[config.mk]
export PLATFORM = sky130hd
export DESIGN_NAME = tag_nios_system_sram_arbiter
export DESIGN_NICKNAME = d
export VERILOG_FILES = /design/src/rtl/tag_nios_system_sram_arbiter.sv
export SDC_FILE = /design/constraint.sdc
export NUM_CORES = 1
export LEC_CHECK = 0
export CORE_AREA = 2 2 101 103
export CTS_BUF_LIST = sky130_fd_sc_hd__clkbuf_8 sky130_fd_sc_hd__clkbuf_16
export DETAILED_ROUTE_END_ITERATION = 7
export DIE_AREA = 0 0 103 105
export GPL_ROUTABILITY_DRIVEN = 0
export GPL_TIMING_DRIVEN = 1
export SETUP_SLACK_MARGIN = 0.3
export SYNTH_ARGS = -nofsm -noshare
export SYNTH_HDL_FRONTEND = slang
export SYNTH_SLANG_ARGS = --single-unit
[constraint.sdc]
create_clock -name clk -period 6.31 [get_ports clk]
set_input_delay 1.893 -clock clk [delete_from_list [all_inputs] [get_ports clk]]
set_output_delay 1.893 -clock clk [all_outputs]
set_load 0.02 [all_outputs]
[src/rtl/tag_nios_system_sram_arbiter.sv]
// Two-master round-robin arbiter in front of a single-port 32-bit on-chip SRAM.
// Grants one Avalon-MM master per cycle, returns reads one cycle later and flags out-of-range accesses.
module tag_nios_system_sram_arbiter #(
    parameter int ADDR_W    = 14,
    parameter int DATA_W    = 32,
    parameter int BE_W      = DATA_W / 8,
    parameter int NUM_WORDS = 12288
) (
    input  logic              clk,
    input  logic              reset,

    input  logic [ADDR_W-1:0] m0_address,
    input  logic [BE_W-1:0]   m0_byteenable,
    input  logic              m0_read,
    input  logic              m0_write,
    input  logic [DATA_W-1:0] m0_writedata,
    output logic              m0_waitrequest,
    output logic [DATA_W-1:0] m0_readdata,
    output logic              m0_readdatavalid,

    input  logic [ADDR_W-1:0] m1_address,
    input  logic [BE_W-1:0]   m1_byteenable,
    input  logic              m1_read,
    input  logic              m1_write,
    input  logic [DATA_W-1:0] m1_writedata,
    output logic              m1_waitrequest,
    output logic [DATA_W-1:0] m1_readdata,
    output logic              m1_readdatavalid,

    output logic [ADDR_W-1:0] ram_address,
    output logic [BE_W-1:0]   ram_byteenable,
    output logic              ram_chipselect,
    output logic              ram_write,
    output logic [DATA_W-1:0] ram_writedata,
    output logic              ram_clken,
    input  logic [DATA_W-1:0] ram_readdata,

    output logic              range_err
);

    localparam logic [ADDR_W:0] LIMIT = (ADDR_W + 1)'(NUM_WORDS);

    logic req_0, req_1;
    logic sel;          // 1 selects master 1; idle cycles fall back to master 0
    logic accepted;
    logic sel_read, sel_write;
    logic in_range;
    logic acc_read;

    logic last_grant;
    logic rv_valid, rv_owner, rv_oor;
    logic range_err_q;

    assign req_0 = m0_read | m0_write;
    assign req_1 = m1_read | m1_write;

    // Under contention the master that was not served last wins.
    assign sel      = req_1 & (~req_0 | ~last_grant);
    assign accepted = ~reset & (req_0 | req_1);

    assign m0_waitrequest = reset | (req_0 & sel);
    assign m1_waitrequest = reset | (req_1 & ~sel);

    assign ram_address    = sel ? m1_address    : m0_address;
    assign ram_byteenable = sel ? m1_byteenable : m0_byteenable;
    assign ram_writedata  = sel ? m1_writedata  : m0_writedata;
    assign sel_read       = sel ? m1_read       : m0_read;
    assign sel_write      = sel ? m1_write      : m0_write;

    assign in_range = {1'b0, ram_address} < LIMIT;
    // A simultaneous read+write is a write and produces no response.
    assign acc_read = accepted & sel_read & ~sel_write;

    assign ram_chipselect = accepted & in_range;
    assign ram_write      = accepted & sel_write & in_range;
    assign ram_clken      = 1'b1;

    // NOTE: sequential state uses non-blocking assignments so every register samples pre-edge values.
    always_ff @(posedge clk) begin
        if (reset) begin
            last_grant  <= 1'b1;
            rv_valid    <= 1'b0;
            rv_owner    <= 1'b0;
            rv_oor      <= 1'b0;
            range_err_q <= 1'b0;
        end else begin
            if (accepted) begin
                last_grant <= sel;
            end
            rv_valid <= acc_read;
            rv_owner <= sel;
            rv_oor   <= ~in_range;
            if (accepted & ~in_range) begin
                range_err_q <= 1'b1;
            end
        end
    end

    // Gating with reset drops a read that was accepted just before reset asserted.
    assign m0_readdatavalid = rv_valid & ~rv_owner & ~reset;
    assign m1_readdatavalid = rv_valid &  rv_owner & ~reset;

    assign m0_readdata = (m0_readdatavalid & ~rv_oor) ? ram_readdata : '0;
    assign m1_readdata = (m1_readdatavalid & ~rv_oor) ? ram_readdata : '0;

    assign range_err = range_err_q;

endmodule

# Word-level counts from Yosys, hierarchy flattened
# Index checks and enable logic that the tools add are counted.
# word_totals
regBits	5
input_bits	138
out_inout_bits	122
word_cells	43
# classes
magnitude_cmp	1
mux	7
bitwise_logic	30
# ops
operator	count
$mux 32	3
$and 1x1->1	16
$lt 14x14->1 const B	1
$mux 14	1
$not 1->1	8
$or 1x1->1	6
$mux 4	1
$mux 1	2

# Depth between registers and ports, before layout
# Gate-level depths: netlist of the first run.
# logic_depth
depth_word	8
mapped_depth	4
depth_no_buf	4

# Worst setup path after synthesis of the first run
# Ideal clock, no wire load.
# synth_timing
path_type	input to output
from	input m0_write
to	output ram_write
arrival_ps	2849
required_ps	4417
path_slack_ps	1568
cell_stages	4
n_path_buf	0
cell_sequence	o21ai_2 -> o21ai_4 -> mux2i_1 -> nor4b_2
# synth_between
elab_chain_cells	7
word_cells_on_any_way	11
cone_classes	order compare: 1; mux: 2; bitwise: 8
# synth_lines
element	line_no	rtl
from (decl)	15	input logic m0_write,
$or 1x1->1	54	assign req_0 = m0_read | m0_write;
$not 1->1	58	assign sel = req_1 & (~req_0 | ~last_grant);
$or 1x1->1	58	
$and 1x1->1	58	
$mux 14 / $mux 1 (equally long branches)	64, 68	
$lt 14x14->1 / $and 1x1->1 (equally long branches)	70, 75	
$and 1x1->1 *	75	assign ram_write = accepted & sel_write & in_range;
to (decl)	33	output logic ram_write,
# Mark *: on every way between the ends. The rest lies on a longest branch, timed or not.

# Final worst setup path of the first run
# layout_timing
from	input m0_write
to	output ram_writedata[18]
# layout_between
elab_chain_cells	5
# layout_lines
element	line_no	rtl
$or 1x1->1	54	
$not 1->1	58	
$or 1x1->1	58	
$and 1x1->1	58	
$mux 32	66	assign ram_writedata = sel ? m1_writedata : m0_writedata;
to (decl)	34	output logic [DATA_W-1:0] ram_writedata,
# No other way between the ends.

==> results of run 1 <==
## per-stage QoR
| stage | util [%] | hold slack, ps | area (sq um) |
|---|---|---|---|
| final | 42.9 | 476 | 4140 |
| after global placement | 42.4 | 459 | 4090 |
| after floorplan | - | 545 | 1390 |
| after detailed placement | 42.4 | 472 | 4090 |
| after CTS | 42.9 | 480 | 4130 |
| after global routing | 42.9 | 506 | 4140 |
## report_power, final
part	total, mW	internal [mW]	leakage, nW	switching, mW
clock	0.0572	0.0417	0.0269	0.0155
combinational	0.314	0.190	1.50	0.124
sequential	0.0369	0.0345	0.0414	0.00243
total	0.409	0.266	1.57	0.142
## cell type report
type	count	area, sq um
well taps	133	166
multi-input cells	146	1200
clock inverters	1	3.75
clock buffers	3	41.3
repair buffers	263	2630
inverters	1	3.75
flip-flops and latches	5	100
fillers	977	5500
## cell usage in the layout (no fill, tap or decap)
cell / count
a21o_1: 1
o21a_1: 1
o22ai_1: 1
conb_1: 1
nor4b_2: 1
nor3b_1: 2
mux2_2: 51
dfxtp_1: 5
and2_1: 64
mux2i_1: 1
buf_6: 1
nor2b_1: 1
nand2_1: 4
nor4b_4: 1
nand3b_1: 1
buf_4: 4
dlymetal6s2s_1: 1
and3b_1: 1
clkbuf_8: 3
clkdlybuf4s50_1: 257
a21oi_1: 2
nand2b_1: 1
nor2_1: 7
o21ai_4: 1
o21ai_2: 1
and4bb_2: 1
inv_1: 2
o21bai_1: 2
## worst min path at each step
| stage | to | cells past startpoint | start |
|---|---|---|---|
| after global placement | range_err | 2 | range_err |
| after detailed placement | range_err | 2 | range_err |
| after floorplan | range_err | 2 | range_err |
| after global routing | range_err | 2 | range_err |
| final | range_err | 2 | range_err |
| after CTS | range_err | 2 | range_err |
## critical path, cell delays in order
cell             delay [ps]
clkdlybuf4s50_1         590
o21ai_2                 130
o21ai_4                 100
buf_6                   290
mux2_2                  380
clkdlybuf4s50_1         550
## repair_timing
| action | 4_1_cts | 5_1_grt |
|---|---|---|
| hold endpoints to repair | 0 | 0 |
| buffers inserted | 0 | 0 |
| gates resized for setup | 0 | 2 |
| endpoints found under the setup margin | 0 | 23 |
## logic make-up (layout without fill, tap and decap cells)
logic type             count (synthesis)  in the layout
flip-flops                             5              5
buffers and inverters                 14            268
multiplexers                          52             52
AND/OR/NAND/NOR                       84             84
AO/OA/AOI/OAI                          9              9
other                                  1              1
## per-layer routing
layer  vias up  track usage [%]
met1       993             17.6
met5         -                0
li1       1061                -
met4         0             3.10
met3        14             3.28
met2        81             27.0
## flip-flops by register name, indices dropped and copies added, names as in the netlist
register and count:
range_err 1, last_grant 1, rv_valid 1, rv_owner 1, rv_oor 1
==> run_results.csv, run 1 <==
group,metric,value,unit
detailed_routing,drtAntennaViolNets,0,
detailed_routing,dr.pass1.iters,4,
place,port_buffers,258,
floorplan,dieWidth,103,um
critical_path,crit_start,"m0_write",
detailed_routing,vias,2149,
synthesis,ys_seq_elements,5,
timing,fin_crit_sh,92.6,%
detailed_routing,drc,0,
place,place_worst_setup_slack,389,ps
place,placed_cells,548,
layout,areaGrowthSynthToFinish,197,%
critical_path,critPathLaunchType,"input port",
clocking,cts_tree,"yes",
layout,drive_gt1_share,15.3,%
floorplan,io_pins,260,
detailed_routing,wirelength,8.63,mm
synthesis,synth_most_common_cell,"and2_1",
clocking,clkLatencyLatePin,220,ps
power,p_leak,1.57,nW
synthesis,synth-seq-area-share,7.19,%
critical_path,critPathCaptureType,"primary output",
timing,finClkSkew,0.153,ps
power,power,0.409,mW
timing,worst_slack,469,ps
floorplan,die_area,10800,sq um
grt,antenna_found_initial,0,
floorplan,start_util,14.4,%
synthesis,yosys_warnings,0,
place,dp_hpwl,7.66,mm
synthesis,syn_area,1390,sq um
synthesis,postSynthCellCount,165,
timing,finalHoldViolCount,0,
synthesis,syn-num-nets,303,
synthesis,synth_edf_count,0,
detailed_routing,via_per_inst,3.89,
layout,instances_no_fill,552,
clocking,clkTransAtPathRegs,30,ps
floorplan,core_area,9640,sq um
synthesis,synth_top_family_by_area,"multiplexers",
synthesis,synth_top_area_cell,"mux2_2",
critical_path,regToRegStartpoint,"last_grant",
detailed_routing,drtIter0Drc,73,
critical_path,crit_type,"in -> out",
power,power_density,98.7,nW/um^2
critical_path,r2r_slack,4930,ps
synthesis,synth_compound_area_share,5.13,%
floorplan,die_h,105,um
synthesis,synth-simple-area-share,38.6,%
synthesis,synth-xor-area-share,0,%
layout,antennaDiodeCount,0,
floorplan,rows,36,
detailed_routing,wire_per_inst,15.6,um
clocking,cts_made_buffers,3,
synthesis,yosys-top-cells-count,"and2_1 (64), mux2_2 (51), nor2_1 (7)",
clocking,postCtsHoldBufs,0,
timing,grt_setup_unrepaired,"false",
critical_path,critPathArrivalTime,3950,ps
synthesis,ys.flop_type,"dfxtp_1",
power,ir_drop,0.0000500,V
grt,grt_use_total,14.9,%
critical_path,required,4420,ps
job,max_cap_violations,0,
clocking,clockBufferDepth,2,
synthesis,synth_cell_types,27,
hold_path,hold_class,"reg -> reg",
synthesis,synth_mux_area_share,42.0,%
timing,setup_tns,0,ps
timing,timing.fmax,0.171,GHz
critical_path,cp_max_fo,28,
detailed_routing,route.met3.wl,464,um
synthesis,async_flop_share,0,%
critical_path,ff2ff_path_depth,5,
synthesis,synth.area.top_cells,"mux2_2 (41%), and2_1 (29%), dfxtp_1 (7.2%)",
synthesis,avgSynthCellArea,8.43,sq um
timing,setup_violations,0,
detailed_routing,wl_met1,3.39,mm
synthesis,yosys.area.top_type_share,41.3,%
layout,final_nets,558,
critical_path,regToRegEndpoint,"range_err",
grt,grt-ovfl-total,0,
grt,grt_max_degree,33,
clocking,h-tree-depth,1,
grt,grt_pass1_wl,12.3,mm
timing,fin_crit,5840,ps
critical_path,crit_end,"ram_writedata[18]",
synthesis,synth_fa_ha_area_share,0,%
clocking,cts.sinks,5,
run_status,status,"finished, final reports clean",
detailed_routing,dr.max_layer_used,"met4",
timing,drv_slew,0,
grt,first_global_vias,2120,
clocking,cts_root_buffer,"clkbuf_8",
detailed_routing,met2WireLength,4.63,mm
(Power assumes the default switching activity.)
==> run 2: changes to the inputs <==
--- a/config.mk
+++ b/config.mk
@@ -11,6 +11,8 @@
 export DIE_AREA = 0 0 103 105
 export GPL_ROUTABILITY_DRIVEN = 0
 export GPL_TIMING_DRIVEN = 1
+export MAX_ROUTING_LAYER = met4
+export PLACE_DENSITY_LB_ADDON = 0.2
 export SETUP_SLACK_MARGIN = 0.3
 export SYNTH_ARGS = -nofsm -noshare
 export SYNTH_HDL_FRONTEND = slang
==> run 2 against run 1 <==
Largest cell class unchanged. Non-clock buffer count fell by 1. Sequential power barely moved. Largest power group unchanged. First-iteration DRC count fell by 33%. Final area rose by 0.27%.
==> run_results.csv, run 2 (synthesis gave the netlist of run 1 again) <==
group,metric,value,unit
critical_path,crit_start,"m0_write",
place,dp_hpwl,6.87,mm
critical_path,regToRegEndpoint,"range_err",
critical_path,critPathArrivalTime,3900,ps
place,port_buffers,258,
grt,grt_max_degree,33,
critical_path,critPathCaptureType,"primary output",
detailed_routing,drtIter0Drc,49,
layout,final_common_cell,"clkdlybuf4s50_1",
layout,drive_gt1_share,15.1,%
floorplan,io_pins,260,
layout,areaGrowthSynthToFinish,198,%
timing,timing.fmax,0.173,GHz
clocking,cts_root_buffer,"clkbuf_8",
critical_path,crit_type,"in -> out",
place,placed_cells,547,
hold_path,hold_class,"reg -> reg",
timing,tightestPinTransition,522,ps
detailed_routing,drc,0,
job,max_cap_violations,0,
critical_path,cp_max_fo,28,
floorplan,dieWidth,103,um
critical_path,regToRegStartpoint,"last_grant",
clocking,clkLatencyLatePin,220,ps
detailed_routing,wire_per_inst,14.6,um
detailed_routing,dr.pass1.iters,4,
clocking,cts_repair_resize_count,0,
layout,instances_no_fill,551,
run_status,status,"finished, final reports clean",
critical_path,r2r_slack,4920,ps
timing,drv_slew,0,
detailed_routing,wirelength,8.03,mm
power,p_leak,1.56,nW
timing,finalHoldViolCount,0,
grt,grt_use_total,14.0,%
timing,finClkSkew,0.366,ps
detailed_routing,vias,2135,
floorplan,die_h,105,um
critical_path,critPathLaunchType,"input port",
timing,grt_setup_unrepaired,"false",
layout,final_cell_mix,"clkdlybuf4s50_1 (258), and2_1 (64), mux2_2 (51), nor2_1 (7), dfxtp_1 (5)",
layout,antennaDiodeCount,0,
critical_path,required,4420,ps
detailed_routing,drtAntennaViolNets,0,
floorplan,rows,36,
layout,final_nets,557,
timing,setup_violations,0,
critical_path,ff2ff_path_depth,5,
clocking,clockBufferDepth,2,
clocking,cts_tree,"yes",
clocking,cts_setup_buffers,0,
floorplan,start_util,14.4,%
clocking,clkTransAtPathRegs,40,ps
clocking,postCtsHoldBufs,0,
power,ir_drop,0.0000516,V
hold_path,min_to,"range_err",
detailed_routing,via_per_inst,3.87,
grt,first_global_vias,2236,
floorplan,core_area,9640,sq um
clocking,cts_made_buffers,3,
grt,grt-ovfl-total,0,
hold_path,whs_path_depth,2,
grt,grt_pass1_wl,11.7,mm
floorplan,die_area,10800,sq um
power,power_density,98.6,nW/um^2
timing,fin_crit_sh,91.8,%
timing,fin_crit,5790,ps
grt,antenna_found_initial,0,
clocking,h-tree-depth,1,
timing,relSlewSlack,65.2,%
clocking,cts.sinks,5,
hold_path,min_from,"range_err",
timing,setup_tns,0,ps
run 2: cell count changes in the layout (fill, tap and decap cells not counted):
cell	delta
buf_4	-2
clkdlybuf4s50_1	+1
buf_6	-1
buf_12	+2
dlymetal6s2s_1	-1
run 2: critical path: stages:
cell	delay [ps]
clkdlybuf4s50_1	590
o21ai_2	130
o21ai_4	120
buf_12	230
mux2_2	350
clkdlybuf4s50_1	580
run 2: per-layer routing:
layer | global-route usage [%] | part of all wire (%)
met3 | 3.68 | 6.5
met5 | - | 0
met4 | 3.29 | 2.8
met2 | 26.0 | 54
met1 | 14.5 | 36
run 2: report_power, final:
part	internal (mW)	total (mW)	switching, mW
clock	0.0417	0.0573	0.0156
sequential	0.0345	0.0368	0.00238
combinational	0.192	0.315	0.123
run 2: layout make-up:
cell class	count	area, sq um
timing repair buffer	262	2640
multi-input combinational	146	1200
clock buffer	3	41.3
sequential	5	100
tap	133	166
inverter	1	3.75
clock inverter	1	3.75
fill	969	5490
run 2: metrics by stage:
| step | power, mW | instance area [sq um] | hold slack, ps | utilization [%] | worst slack (ps) |
|---|---|---|---|---|---|
| finish | 0.409 | 4150 | 482 | 43.0 | 520 |
| global route | 0.431 | 4150 | 506 | 43.0 | 453 |
| CTS | 0.415 | 4150 | 485 | 43.0 | 507 |
| detailed placement | 0.354 | 4100 | 473 | 42.6 | 517 |
| global placement | 0.351 | 4100 | 470 | 42.6 | 538 |
| floorplan | 0.173 | 1390 | 545 | - | 1570 |
run 2: how the worst max path moves through the flow:
stage / end / slack, ps / cells after the start
2_1_floorplan: ram_write / 1570 / 4
3_3_place_gp: ram_byteenable[3] / 540 / 6
3_5_place_dp: ram_byteenable[3] / 520 / 6
4_1_cts: ram_byteenable[3] / 510 / 6
5_1_grt: ram_byteenable[3] / 450 / 6
6_report: ram_byteenable[3] / 520 / 6
